File: src/rtl/vram_arb_pkg.sv
// ============================================================================
// vram_arb_pkg : shared owner encodings and default widths for vram_arb
// Rev 1.0
// ============================================================================
`default_nettype none

package vram_arb_pkg;

   localparam int DEF_ADDRW = 14;
   localparam int DEF_DATAW = 16;

   typedef logic [1:0] owner_t;

   localparam owner_t OWN_NONE = 2'd0;
   localparam owner_t OWN_DISP = 2'd1;
   localparam owner_t OWN_DRAW = 2'd2;

   // Tag for the read-return pipeline; writes carry no tag.
   function automatic owner_t own_of(input logic disp_g, input logic draw_g, input logic draw_w);
      if (disp_g)
         return OWN_DISP;
      else if (draw_g && !draw_w)
         return OWN_DRAW;
      return OWN_NONE;
   endfunction

endpackage

`default_nettype wire

File: src/rtl/vram_arb_stats.sv
// ============================================================================
// vram_arb_stats : transfer and draw-stall counters for vram_arb
// Rev 1.0
// ============================================================================
`default_nettype none

module vram_arb_stats (
   input  logic        clk,
   input  logic        rst,
   input  logic        stat_clr,
   input  logic        disp_xfer,
   input  logic        draw_xfer,
   input  logic        draw_stall,
   output logic [31:0] stat_disp_cnt,
   output logic [31:0] stat_draw_cnt,
   output logic [31:0] stat_stall_cnt
);

   logic [31:0] r_disp_cnt;
   logic [31:0] r_draw_cnt;
   logic [31:0] r_stall_cnt;

   // Clear wins over a same-cycle increment; counters wrap naturally.
   always_ff @(posedge clk) begin
      if (!rst || stat_clr) begin
         r_disp_cnt  <= '0;
         r_draw_cnt  <= '0;
         r_stall_cnt <= '0;
      end else begin
         if (disp_xfer)
            r_disp_cnt <= r_disp_cnt + 32'd1;
         if (draw_xfer)
            r_draw_cnt <= r_draw_cnt + 32'd1;
         if (draw_stall)
            r_stall_cnt <= r_stall_cnt + 32'd1;
      end
   end

   assign stat_disp_cnt  = r_disp_cnt;
   assign stat_draw_cnt  = r_draw_cnt;
   assign stat_stall_cnt = r_stall_cnt;

endmodule

`default_nettype wire

File: src/rtl/vram_arb.sv
// ============================================================================
// vram_arb : display/draw arbiter for a single-port synchronous VRAM
// Optional statistics counters under VRAM_ARB_STATS_EN.  Rev 1.0
// ============================================================================
`default_nettype none

module vram_arb
   import vram_arb_pkg::*;
#(
   parameter int ADDRW      = DEF_ADDRW,
   parameter int DATAW      = DEF_DATAW,
   parameter int STARVE_LIM = 8
) (
   input  logic             clk,
   input  logic             rst,
   input  logic             disp_req,
   input  logic             disp_urgent,
   input  logic [ADDRW-1:0] disp_addr,
   output logic             disp_gnt,
   output logic             disp_rvalid,
   output logic [DATAW-1:0] disp_rdata,
   input  logic             draw_req,
   input  logic             draw_we,
   input  logic [ADDRW-1:0] draw_addr,
   input  logic [DATAW-1:0] draw_wdata,
   output logic             draw_gnt,
   output logic             draw_rvalid,
   output logic [DATAW-1:0] draw_rdata,
   output logic             mem_en,
   output logic             mem_we,
   output logic [ADDRW-1:0] mem_addr,
   output logic [DATAW-1:0] mem_wdata,
   input  logic [DATAW-1:0] mem_rdata
`ifdef VRAM_ARB_STATS_EN
   ,
   input  logic             stat_clr,
   output logic [31:0]      stat_disp_cnt,
   output logic [31:0]      stat_draw_cnt,
   output logic [31:0]      stat_stall_cnt
`endif
);

   localparam logic [7:0] c_starve_lim = 8'(STARVE_LIM);

   logic             w_disp_gnt;
   logic             w_draw_gnt;
   logic [7:0]       r_starve_cnt;
   logic             r_mem_en;
   logic             r_mem_we;
   logic [ADDRW-1:0] r_mem_addr;
   logic [DATAW-1:0] r_mem_wdata;
   owner_t           r_own_s1;
   owner_t           r_own_s2;

   always_comb begin
      w_disp_gnt = 1'b0;
      w_draw_gnt = 1'b0;
      if (rst) begin
         if (disp_req && draw_req) begin
            if (disp_urgent || (r_starve_cnt < c_starve_lim))
               w_disp_gnt = 1'b1;
            else
               w_draw_gnt = 1'b1;
         end else begin
            w_disp_gnt = disp_req;
            w_draw_gnt = draw_req;
         end
      end
   end

   assign disp_gnt = w_disp_gnt;
   assign draw_gnt = w_draw_gnt;

   // Counts disp wins only while draw is actually waiting.
   always_ff @(posedge clk) begin
      if (!rst)
         r_starve_cnt <= '0;
      else if (w_draw_gnt || !draw_req)
         r_starve_cnt <= '0;
      else if (w_disp_gnt && (r_starve_cnt < c_starve_lim))
         r_starve_cnt <= r_starve_cnt + 8'd1;
   end

   always_ff @(posedge clk) begin
      if (!rst) begin
         r_mem_en    <= 1'b0;
         r_mem_we    <= 1'b0;
         r_mem_addr  <= '0;
         r_mem_wdata <= '0;
      end else if (w_disp_gnt) begin
         r_mem_en    <= 1'b1;
         r_mem_we    <= 1'b0;
         r_mem_addr  <= disp_addr;
      end else if (w_draw_gnt) begin
         r_mem_en    <= 1'b1;
         r_mem_we    <= draw_we;
         r_mem_addr  <= draw_addr;
         r_mem_wdata <= draw_wdata;
      end else begin
         r_mem_en    <= 1'b0;
      end
   end

   assign mem_en    = r_mem_en;
   assign mem_we    = r_mem_we;
   assign mem_addr  = r_mem_addr;
   assign mem_wdata = r_mem_wdata;

   // Stage 1 aligns with the RAM access, stage 2 with the returned data.
   always_ff @(posedge clk) begin
      if (!rst) begin
         r_own_s1 <= OWN_NONE;
         r_own_s2 <= OWN_NONE;
      end else begin
         r_own_s1 <= own_of(w_disp_gnt, w_draw_gnt, draw_we);
         r_own_s2 <= r_own_s1;
      end
   end

   assign disp_rvalid = (r_own_s2 == OWN_DISP);
   assign draw_rvalid = (r_own_s2 == OWN_DRAW);
   assign disp_rdata  = mem_rdata;
   assign draw_rdata  = mem_rdata;

`ifdef VRAM_ARB_STATS_EN
   logic w_draw_stall;

   assign w_draw_stall = draw_req && !w_draw_gnt;

   vram_arb_stats u_stats (
      .clk            (clk),
      .rst            (rst),
      .stat_clr       (stat_clr),
      .disp_xfer      (w_disp_gnt),
      .draw_xfer      (w_draw_gnt),
      .draw_stall     (w_draw_stall),
      .stat_disp_cnt  (stat_disp_cnt),
      .stat_draw_cnt  (stat_draw_cnt),
      .stat_stall_cnt (stat_stall_cnt)
   );
`endif

endmodule

`default_nettype wire

File: config.mk
export PLATFORM = sky130hd
export DESIGN_NAME = vram_arb
export DESIGN_NICKNAME = d
export VERILOG_FILES = /design/src/rtl/vram_arb_pkg.sv /design/src/rtl/vram_arb_stats.sv /design/src/rtl/vram_arb.sv
export SDC_FILE = /design/constraint.sdc
export NUM_CORES = 1
export LEC_CHECK = 0
export BUFFER_PORTS_ARGS = -buffer_cell sky130_fd_sc_hd__buf_2
export CAP_MARGIN = 20
export CORE_ASPECT_RATIO = 0.5
export CORE_MARGIN = 5
export CORE_UTILIZATION = 35
export CTS_CLUSTER_SIZE = 28
export DETAILED_ROUTE_END_ITERATION = 16
export MAX_ROUTING_LAYER = met4
export PLACE_DENSITY = 0.77
export SYNTH_ARGS = -nofsm -noshare
export SYNTH_HDL_FRONTEND = slang
export SYNTH_HIERARCHICAL = 1
export SYNTH_SLANG_ARGS = --single-unit
File: constraint.sdc
create_clock -name clk -period 2.6 [get_ports clk]
set_clock_uncertainty 0.2 [all_clocks]
set_input_delay 0.13 -clock clk [delete_from_list [all_inputs] [get_ports clk]]
set_output_delay 0.13 -clock clk [all_outputs]
set_load 0.01 [all_outputs]
==> impl_metrics.env <==
export IMPL_post_cts_buffers=0
export IMPL_endpoint_kind="flip-flop"
export IMPL_p_leak_nw=1.28
export IMPL_crit_type="in2reg"
export IMPL_nets=376
export IMPL_placed_area_um2=2270
export IMPL_grt_use_total_pct=14.9
export IMPL_reg2reg_depth=5
export IMPL_register_area_um2=881
export IMPL_status="complete, but fails checks"
export IMPL_hpwl_mm=3.53
export IMPL_timing_rr_start="r_starve_cnt[3]"
export IMPL_cts_made_buffers=5
export IMPL_routed_wl_mm=5.54
export IMPL_diodes=0
export IMPL_max_freq_ghz=0.415
export IMPL_htreeDepth=2
export IMPL_die_height_um=63.9
export IMPL_io_pins=134
export IMPL_rsz0062_at_grt="false"
export IMPL_hold_viol=1
export IMPL_finalSetupViolations=0
export IMPL_netlist_area_um2=2040
export IMPL_cts_tree="yes"
export IMPL_p_int_mw=1.28
export IMPL_fillers=500
export IMPL_share_comb_of_total_power_pct=14.4
export IMPL_slew_violations=0
export IMPL_ys_types=28
export IMPL_drive_above_1_share_pct=32.1
export IMPL_hold_ws_ns=-0.00313
export IMPL_syn_num_nets=292
export IMPL_crit_slowest_cell="dlygate4sd3_1"
export IMPL_powerDensity_nw_per_um2=591
export IMPL_rrSetupSlack_ns=0.32
export IMPL_ir_worst_vdd_mv=0.366
export IMPL_vias_per_cell=4.78
export IMPL_tns_ns=0
export IMPL_post_drt_wl_per_cell_um=14.5
export IMPL_drtAntennaViolNets=0
export IMPL_fin_crit_sh_pct=92.6
export IMPL_clock_latency_ns=0.28
export IMPL_vias=1823
export IMPL_synth_seq_cells=44
export IMPL_cp_common_cell="dlygate4sd3_1"
export IMPL_slew_headroom_pct=71.0
export IMPL_pwr_share_clk_pct=41.4
export IMPL_die_area_um2=7530
export IMPL_hold_path_class="in2reg"
export IMPL_drt_iter0_drc=57
export IMPL_slowest_delay_ns=0.59
export IMPL_power_mw=1.64
export IMPL_synth_area_per_cell_um2=9.05
export IMPL_required_ns=2.62
export IMPL_final_cell_area_um2=2770
export IMPL_synth_edf_count=0
export IMPL_initial_utilization_pct=36.6
export IMPL_maxCapViolCount=0
export IMPL_firstDrtPassIters=4
export IMPL_die_w_um=118
export IMPL_grt_start_max_net_pins=45
export IMPL_yosys_warnings=6
export IMPL_yosysSeqAreaShare_pct=43.3
export IMPL_cts_root_buf="clkbuf_16"
export IMPL_place_gp_congestion=0.737
export IMPL_failed_checks="negative hold slack"
export IMPL_clkSinkCount=44
export IMPL_cts_path_max_buffers=2
export IMPL_dominantRegCellSynth="dfxtp_1"
export IMPL_critPathMaxFanout=44
export IMPL_synth_async_reset_ratio_pct=0
export IMPL_arrival_ns=2.42
export IMPL_fp_row_count=19
export IMPL_crit_path_start_kind="input port"
export IMPL_grt_pass1_vias=1931
export IMPL_clk_pin_slew_ns=0.06
export IMPL_core_um2=5560
export IMPL_crit_end="mem_addr[1]"
export IMPL_portBuffers=85
export IMPL_switching_power_mw=0.359
export IMPL_pwr_share_seq_pct=44.2
export IMPL_tightest_slew_ns=0.435
export IMPL_syn_inst=225
export IMPL_grt_pass1_wl_mm=9.05
export IMPL_synthToLayoutAreaGrowth_pct=36.2
export IMPL_multiInputGateArea_um2=850
export IMPL_grt_antenna_before_repair=0
export IMPL_drc_errors=0
export IMPL_grt_ovfl_total=0
export IMPL_setup_worst_path_start="draw_req"
export IMPL_switching_share_pct=21.9
export IMPL_finalNonFillerCells=381
export IMPL_r2r_end="mem_addr[1]"
export IMPL_placed_cells=341
export IMPL_crit_chain="dlygate4sd3_1, buf_2, a21boi_0, o21a_4, nand3_1, o211ai_1, dlygate4sd3_1"
export IMPL_period_needed_ns=2.41
## state kept, by name, summed over array words and instances (netlist names)
name and count:
mem_wdata 16, mem_addr 14, mem_we 1, r_own_s2 2
mem_en 1, r_starve_cnt 8, r_own_s1 2
## how the worst min path moves through the flow
stage,start,to,slack [ns],cells past startpoint
after floorplan,draw_we,r_own_s1[1],0.002,1
after global placement,mem_rdata[12],disp_rdata[12],0.06,0
after detailed placement,mem_rdata[12],disp_rdata[12],0.06,0
after CTS,disp_req,mem_en,0.005,3
after global routing,draw_addr[4],mem_addr[4],0.03,3
final,disp_req,mem_en,-0.003,3
## per-layer routing
layer	up-vias	share of wire (%)	GRT usage (%)
met5	-	0	-
met4	0	5.9	10.0
met3	42	4.0	2.73
met2	45	51	26.8
met1	843	39	15.0
li1	893	-	-
## power by group through the flow
stage / logic [mW] / clock network, mW / registers, mW
after floorplan: 0.137 / 0 / 0.752
after detailed placement: 0.189 / 0 / 0.738
after CTS: 0.230 / 0.688 / 0.724
after global placement: 0.183 / 0 / 0.737
after global routing: 0.255 / 0.718 / 0.728
final: 0.235 / 0.678 / 0.724
## worst max-delay path, delay by kind of cell
kind                   cells  cell delay (ns)
buffers and inverters      3             1.25
AOI/OAI and AO/OA          3             0.92
and+or+nand+nor            1             0.12
## cell usage after synthesis (2+ instances only)
cell | instances | area [um^2]
nor2_1 | 6 | 22.5
nand2b_1 | 8 | 50.1
nand2_1 | 36 | 135
inv_1 | 4 | 15.0
a21oi_1 | 3 | 15.0
o2111ai_1 | 2 | 17.5
buf_4 | 33 | 248
clkbuf_1 | 8 | 30.0
nor2b_1 | 5 | 31.3
and2_1 | 8 | 50.1
o211ai_1 | 2 | 15.0
a21boi_0 | 17 | 128
o2111a_1 | 12 | 135
dfxtp_1 | 44 | 881
nand3_1 | 5 | 25.0
xor2_1 | 2 | 17.5
or3_1 | 13 | 81.3
or2b_1 | 6 | 45.0
buf_2 | 2 | 10.0
## cells by family (layout without fill, tap and decap cells)
logic type | after synthesis | in the layout | share of synthesized area (%)
AO/OA/AOI/OAI | 40 | 40 | 17.1
XOR/XNOR | 2 | 2 | 0.861
adder cells (fa/ha/maj) | 1 | 1 | 0.615
buffers and inverters | 48 | 131 | 15.1
flip-flops | 44 | 44 | 43.3
AND/OR/NAND/NOR | 90 | 90 | 23.0
## cell type report
class	instances	area share, %
multi-input cells	133	30.6
flip-flops and latches	44	31.8
inverters	4	0.542
clock buffers	5	4.51
clock inverters	1	1.08
well taps	73	3.29
repair buffers	121	28.2
## layout by cell type (no fill, tap or decap), drive strengths merged, types with 5 or more instances in the layout
cell type | synthesis | routed
clkbuf | 9 | 5
nand2 | 36 | 36
nor2 | 6 | 6
dfxtp | 44 | 44
nor2b | 5 | 5
a21boi | 17 | 17
and2 | 8 | 8
or3 | 13 | 13
or2b | 6 | 6
o2111a | 12 | 12
nand2b | 8 | 8
nand3 | 5 | 5
buf | 35 | 87
dlygate4sd3 | 0 | 34
## repair_timing
item | CTS | global route
hold endpoints to repair | 33 | 0
endpoints found under the setup margin | 0 | 2
gates resized for setup | 0 | 1
hold buffers | 34 | 0
## through the flow
stage	utilization (%)	setup slack [ns]	hold WS [ns]
floorplan	-	0.726	0.00161
global placement	40.9	0.693	0.0602
detailed placement	40.9	0.632	0.0602
CTS	49.8	0.208	0.00530
global route	49.8	0.0470	0.0298
finish	49.8	0.193	-0.00313
No activity file was read; power rests on OpenSTA's default activity.
